### config.mk
export PLATFORM = sky130hd
export DESIGN_NAME = tap_ctrl_flat
export DESIGN_NICKNAME = d
export VERILOG_FILES = /design/src/rtl/tap_ctrl_if.sv /design/src/rtl/tap_ctrl.sv /design/src/flat_wrapper.sv
export SDC_FILE = /design/constraint.sdc
export NUM_CORES = 1
export LEC_CHECK = 0
export ABC_AREA = 0
export CORE_AREA = 2 2 39 41
export DETAILED_ROUTE_END_ITERATION = 12
export DIE_AREA = 0 0 41 43
export PLACE_DENSITY = 0.58
export REMOVE_ABC_BUFFERS = 1
export SLEW_MARGIN = 20
export SYNTH_ARGS = -nofsm -noshare
export SYNTH_HDL_FRONTEND = slang
export SYNTH_SLANG_ARGS = --single-unit
### constraint.sdc
create_clock -name i_TCK -period 1.4 [get_ports i_TCK]
set_input_delay 0.28 -clock i_TCK [delete_from_list [all_inputs] [get_ports i_TCK]]
set_output_delay 0.28 -clock i_TCK [all_outputs]
set_load 0.02 [all_outputs]
### src/rtl/tap_ctrl_if.sv
// Bundles TMS and every decoded TAP output between the controller and its consumers.
// The slave side is the controller. The master side is whoever drives TMS and observes the strobes.
interface tap_ctrl_if;
   logic       TMS;
   logic [3:0] state;
   logic       TestLogicReset;
   logic       RunTestIdle;
   logic       CaptureDR;
   logic       ShiftDR;
   logic       UpdateDR;
   logic       CaptureIR;
   logic       ShiftIR;
   logic       UpdateIR;
   logic       Select;
   logic       TDO_en;

   modport slave (
      input  TMS,
      output state, TestLogicReset, RunTestIdle,
      output CaptureDR, ShiftDR, UpdateDR,
      output CaptureIR, ShiftIR, UpdateIR,
      output Select, TDO_en
   );

   modport master (
      output TMS,
      input  state, TestLogicReset, RunTestIdle,
      input  CaptureDR, ShiftDR, UpdateDR,
      input  CaptureIR, ShiftIR, UpdateIR,
      input  Select, TDO_en
   );
endinterface

### src/rtl/tap_ctrl.sv
// IEEE 1149.1 TAP controller: a 16-state Moore FSM stepped by TMS on rising TCK.
// Every output is a decode of the state register alone.
module tap_ctrl (
   input  logic           i_TCK,
   input  logic           i_TRST,
   tap_ctrl_if.slave      bus
);

   typedef enum logic [3:0] {
      ST_TLR    = 4'hF,
      ST_RTI    = 4'hC,
      ST_SELDR  = 4'h7,
      ST_CAPDR  = 4'h6,
      ST_SHDR   = 4'h2,
      ST_EX1DR  = 4'h1,
      ST_PSDR   = 4'h3,
      ST_EX2DR  = 4'h0,
      ST_UPDDR  = 4'h5,
      ST_SELIR  = 4'h4,
      ST_CAPIR  = 4'hE,
      ST_SHIR   = 4'hA,
      ST_EX1IR  = 4'h9,
      ST_PSIR   = 4'hB,
      ST_EX2IR  = 4'h8,
      ST_UPDIR  = 4'hD
   } tapState_t;

   tapState_t r_state;
   tapState_t w_nextState;
   logic      w_tms;
   logic      w_tlr, w_rti;
   logic      w_capDr, w_shDr, w_updDr;
   logic      w_capIr, w_shIr, w_updIr;
   logic      w_select;

   assign w_tms = bus.TMS;

   always_ff @(posedge i_TCK) begin
      if (i_TRST) r_state <= ST_TLR;
      else        r_state <= w_nextState;
   end

   // The next state depends on TMS. The outputs decode r_state only, so no output has a combinational path from TMS.
   always_comb begin
      w_nextState = r_state;
      w_tlr    = 1'b0;
      w_rti    = 1'b0;
      w_capDr  = 1'b0;
      w_shDr   = 1'b0;
      w_updDr  = 1'b0;
      w_capIr  = 1'b0;
      w_shIr   = 1'b0;
      w_updIr  = 1'b0;
      w_select = 1'b0;
      case (r_state)
         ST_TLR:   begin w_nextState = w_tms ? ST_TLR   : ST_RTI;   w_tlr = 1'b1; end
         ST_RTI:   begin w_nextState = w_tms ? ST_SELDR : ST_RTI;   w_rti = 1'b1; end
         ST_SELDR: w_nextState = w_tms ? ST_SELIR : ST_CAPDR;
         ST_CAPDR: begin w_nextState = w_tms ? ST_EX1DR : ST_SHDR;  w_capDr = 1'b1; end
         ST_SHDR:  begin w_nextState = w_tms ? ST_EX1DR : ST_SHDR;  w_shDr  = 1'b1; end
         ST_EX1DR: w_nextState = w_tms ? ST_UPDDR : ST_PSDR;
         ST_PSDR:  w_nextState = w_tms ? ST_EX2DR : ST_PSDR;
         ST_EX2DR: w_nextState = w_tms ? ST_UPDDR : ST_SHDR;
         ST_UPDDR: begin w_nextState = w_tms ? ST_SELDR : ST_RTI;   w_updDr = 1'b1; end
         ST_SELIR: begin w_nextState = w_tms ? ST_TLR   : ST_CAPIR; w_select = 1'b1; end
         ST_CAPIR: begin w_nextState = w_tms ? ST_EX1IR : ST_SHIR;  w_capIr = 1'b1; w_select = 1'b1; end
         ST_SHIR:  begin w_nextState = w_tms ? ST_EX1IR : ST_SHIR;  w_shIr  = 1'b1; w_select = 1'b1; end
         ST_EX1IR: begin w_nextState = w_tms ? ST_UPDIR : ST_PSIR;  w_select = 1'b1; end
         ST_PSIR:  begin w_nextState = w_tms ? ST_EX2IR : ST_PSIR;  w_select = 1'b1; end
         ST_EX2IR: begin w_nextState = w_tms ? ST_UPDIR : ST_SHIR;  w_select = 1'b1; end
         ST_UPDIR: begin w_nextState = w_tms ? ST_SELDR : ST_RTI;   w_updIr = 1'b1; w_select = 1'b1; end
         default:  w_nextState = ST_TLR;
      endcase
   end

   assign bus.state          = r_state;
   assign bus.TestLogicReset = w_tlr;
   assign bus.RunTestIdle    = w_rti;
   assign bus.CaptureDR      = w_capDr;
   assign bus.ShiftDR        = w_shDr;
   assign bus.UpdateDR       = w_updDr;
   assign bus.CaptureIR      = w_capIr;
   assign bus.ShiftIR        = w_shIr;
   assign bus.UpdateIR       = w_updIr;
   assign bus.Select         = w_select;
   assign bus.TDO_en         = w_shDr | w_shIr;

endmodule

### src/flat_wrapper.sv
// flat-port wrapper written by rule: the top's interface ports become plain ports
module tap_ctrl_flat 
  (i_TCK, i_TRST, bus_TMS, bus_state, bus_TestLogicReset, bus_RunTestIdle, bus_CaptureDR, bus_ShiftDR, bus_UpdateDR, bus_CaptureIR, bus_ShiftIR, bus_UpdateIR, bus_Select, bus_TDO_en);
  tap_ctrl_if bus_i ();
  input  logic i_TCK;
  input  logic i_TRST;
  input wire logic [$bits(bus_i.TMS)-1:0] bus_TMS;
  output wire logic [$bits(bus_i.state)-1:0] bus_state;
  output wire logic [$bits(bus_i.TestLogicReset)-1:0] bus_TestLogicReset;
  output wire logic [$bits(bus_i.RunTestIdle)-1:0] bus_RunTestIdle;
  output wire logic [$bits(bus_i.CaptureDR)-1:0] bus_CaptureDR;
  output wire logic [$bits(bus_i.ShiftDR)-1:0] bus_ShiftDR;
  output wire logic [$bits(bus_i.UpdateDR)-1:0] bus_UpdateDR;
  output wire logic [$bits(bus_i.CaptureIR)-1:0] bus_CaptureIR;
  output wire logic [$bits(bus_i.ShiftIR)-1:0] bus_ShiftIR;
  output wire logic [$bits(bus_i.UpdateIR)-1:0] bus_UpdateIR;
  output wire logic [$bits(bus_i.Select)-1:0] bus_Select;
  output wire logic [$bits(bus_i.TDO_en)-1:0] bus_TDO_en;
  assign bus_i.TMS = bus_TMS;
  assign bus_state = bus_i.state;
  assign bus_TestLogicReset = bus_i.TestLogicReset;
  assign bus_RunTestIdle = bus_i.RunTestIdle;
  assign bus_CaptureDR = bus_i.CaptureDR;
  assign bus_ShiftDR = bus_i.ShiftDR;
  assign bus_UpdateDR = bus_i.UpdateDR;
  assign bus_CaptureIR = bus_i.CaptureIR;
  assign bus_ShiftIR = bus_i.ShiftIR;
  assign bus_UpdateIR = bus_i.UpdateIR;
  assign bus_Select = bus_i.Select;
  assign bus_TDO_en = bus_i.TDO_en;
  tap_ctrl u_core (.i_TCK(i_TCK), .i_TRST(i_TRST), .bus(bus_i));
endmodule
==> qor.log <==
INFO  power          net-switching-power=229uW
INFO  clock_network  post_cts_hold_buffer_count=0
INFO  timing         period_minus_slack=1460ps
INFO  finish         final_cell_mix=sky130_fd_sc_hd__buf_4, sky130_fd_sc_hd__buf_6, sky130_fd_sc_hd__nor2_1
INFO  finish         n_antenna_cell=0
INFO  timing         worst-slew-pin-transition=206ps
INFO  placement      numPortBuffers=16
INFO  synth          synth.lib_cells_used.distinct=21
INFO  placement      pre_cts_ws=-345ps
INFO  finish         non_filler_cells_in_the_finished_layout=86
INFO  route          routed_wirelength=852um
INFO  finish         syn_to_final_growth=106%
INFO  placement      post-dp-hpwl=651um
INFO  synth          synth.ff_latch_count=4
INFO  finish         layout.cells.most_common=sky130_fd_sc_hd__buf_4
INFO  timing         max_clock_freq=684MHz
INFO  power          comb_power_share=0.535
INFO  timing         tns=-122ps
INFO  timing         rsz0062_at_grt=yes
INFO  power          p_sw_frac=0.369
INFO  worst_setup_path max_stage_delay=310ps
INFO  finish         drive_above_1_share=0.557
INFO  worst_setup_path cp_data_arrival_time=1180ps
INFO  timing         finalSetupViolCount=3
INFO  power          powerDensity=1030mW/mm^2
INFO  synth          area_contributors_post_synth=sky130_fd_sc_hd__dfxtp_1, sky130_fd_sc_hd__nand2_1, sky130_fd_sc_hd__nor2_1
INFO  finish         finalNetCount=75
INFO  worst_setup_path critPathRequiredTime=1120ps
INFO  timing         period_utilisation_layout=1.04
INFO  clock_network  cts.clk_slew.worst_paths=40ps
INFO  route          drt-vias-per-instance=4.35
INFO  synth          avgSynthCellArea=7.08um^2
INFO  placement      gp_congestion=0.730
INFO  worst_setup_path startpoint_type=flip-flop
INFO  synth          synth_seq_area_share=0.276
INFO  clock_network  clock-sinks=4
INFO  synth          synthesis.instances=41
INFO  power          clk_pwr_share=0.229
INFO  worst_setup_path critPathSlowestCell=sky130_fd_sc_hd__dfxtp_2
INFO  floorplan      floorplan.io_pins=17
INFO  status         run_status=finished, violations left
INFO  placement      dp.cells=82
INFO  route          wire_per_inst=9.91um
INFO  global_route   gr-usage-all-layers=0.119
INFO  timing         hold_viol_final=0
INFO  clock_network  clock_tree.root_cell=sky130_fd_sc_hd__clkbuf_4
INFO  power          irDropWorstVdd=0.893mV
INFO  worst_setup_path critical_path.endpoint_type=primary output
INFO  floorplan      core=0.00138mm^2
INFO  worst_setup_path crit_type=reg -> out
INFO  floorplan      placementRows=14
INFO  finish         largest_reg_flops=4
INFO  power          design_power_total=620uW
INFO  synth          post_synth_instance_area=290um^2
INFO  clock_network  cts-root-to-sink-buffers=2
INFO  floorplan      initial_utilization=0.210
INFO  floorplan      die-width=41um
INFO  finish         core_utilization_of_the_finished_layout=0.433
INFO  power          power_leakage=0.284nW
INFO  route          dr_total_vias=374
INFO  worst_hold_path worst_hold_path_type=in -> reg
INFO  timing         relSlewSlack=0.863
INFO  worst_setup_path ordered_list_of_cells_on_the_worst_path=or2b_4, nor2_4, and2_4, buf_6
INFO  worst_setup_path critPathMaxFanout=6
INFO  status         failed_checks=setup timing
INFO  clock_network  cts_made_buffers=3
INFO  timing         worst_slack=-62.0ps
INFO  global_route   grt_first_pass_wirelength=1440um
INFO  route          detail_route.iter0.violations=3
INFO  synth          synth.yosys.warnings=0
INFO  global_route   grt_overflow_total=0
INFO  timing         final_max_slew_viol_count=0
INFO  timing         finClkSkew=5.23ps
INFO  synth          cell_type_with_the_highest_aggregate_area_in_the_netlist=sky130_fd_sc_hd__dfxtp_1
INFO  flow_run       max_cap_viol=0
INFO  global_route   grt_max_degree=11
INFO  clock_network  worst_skew_pair.late_latency=230ps
INFO  route          drc_errors=0
INFO  global_route   grt_pass1_vias=334
INFO  global_route   grt_antenna_before_repair=0
INFO  floorplan      die_height=43um
INFO  clock_network  ctsHtreeMaxLevel=1
INFO  floorplan      floorplan.die_area=0.00176mm^2
INFO  route          final_antenna_net_count=0
INFO  power          sequentialPowerShare=0.236
INFO  synth          post-synth-top-area-fraction=0.276
INFO  route          detailedRoute.firstPassIterationCount=3
INFO  power          internal_power=391uW
INFO  clock_network  tritoncts_clock_tree=built
==> cells by family (layout without fill, tap and decap cells) <==
logic type	Yosys count	in the layout	synth area share
compound gates	11	11	0.259
buf+inv	4	33	0.0819
flops	4	4	0.276
simple gates	22	22	0.384
==> synth_stat cells <==
library cell and count:
sky130_fd_sc_hd__dfxtp_1 4, sky130_fd_sc_hd__nand2b_1 1, sky130_fd_sc_hd__nand2_1 6, sky130_fd_sc_hd__or3b_1 1, sky130_fd_sc_hd__inv_1 1, sky130_fd_sc_hd__or2b_1 2
sky130_fd_sc_hd__nor2_1 6, sky130_fd_sc_hd__buf_2 1, sky130_fd_sc_hd__a211o_1 1, sky130_fd_sc_hd__o21ai_0 2, sky130_fd_sc_hd__and2_1 1, sky130_fd_sc_hd__or4_1 1
sky130_fd_sc_hd__a21boi_1 1, sky130_fd_sc_hd__a21oi_1 3, sky130_fd_sc_hd__nor3_1 2, sky130_fd_sc_hd__a21o_1 2, sky130_fd_sc_hd__buf_4 2, sky130_fd_sc_hd__a311o_1 1
sky130_fd_sc_hd__a22o_1 1, sky130_fd_sc_hd__nor3b_1 1, sky130_fd_sc_hd__nand3_1 1
==> area by class of cell <==
class,instances,area [um^2]
fill,149,785
timing repair buffer,29,244
multi-input combinational,33,220
sequential,4,86.3
clock buffer,3,22.5
tap,16,20.0
inverter,1,6.26
==> metrics by stage <==
stage	hold slack, ps	cell area [um^2]
final	657	599
after global routing	672	599
after CTS	657	561
after detailed placement	666	541
after global placement	664	541
after floorplan	366	270
==> worst max-delay path, delay by kind of cell, from the launching register on <==
| kind | cells | cell delay (ps) |
|---|---|---|
| flops | 1 | 310 |
| simple gates | 3 | 530 |
| buf+inv | 1 | 100 |
==> power by group through the flow <==
stage / Sequential [mW] / Combinational (mW) / Clock (mW)
2_1_floorplan: 0.174 / 0.116 / 0
3_3_place_gp: 0.142 / 0.317 / 0
3_5_place_dp: 0.142 / 0.319 / 0
4_1_cts: 0.145 / 0.318 / 0.148
5_1_grt: 0.149 / 0.361 / 0.163
6_report: 0.146 / 0.332 / 0.142
==> final timing paths <==
check	start	end	cells past startpoint	slack, ps
worst max register to register	u_core.bus.state[2]	u_core.bus.state[1]	4	60
worst min-delay path	i_TRST	u_core.bus.state[1]	2	660
worst max-delay path	u_core.bus.state[1]	bus_ShiftIR	4	-60
worst min register to register	u_core.bus.state[1]	u_core.bus.state[0]	3	700
==> layer usage <==
layer,vias to the layer above,wire length [um],global-route usage
li1,201,-,-
met1,165,382,0.160
met2,8,421,0.159
met3,0,47,0.0628
met4,0,0,0.0400
met5,-,0,0
==> what timing repair did <==
action | in CTS | in global routing
gates resized for setup | 63 | 15
setup buffers | 1 | 0
pin swaps | 1 | 1
endpoints found under the setup margin | 14 | 12
Power figures use the tool's default switching activity.
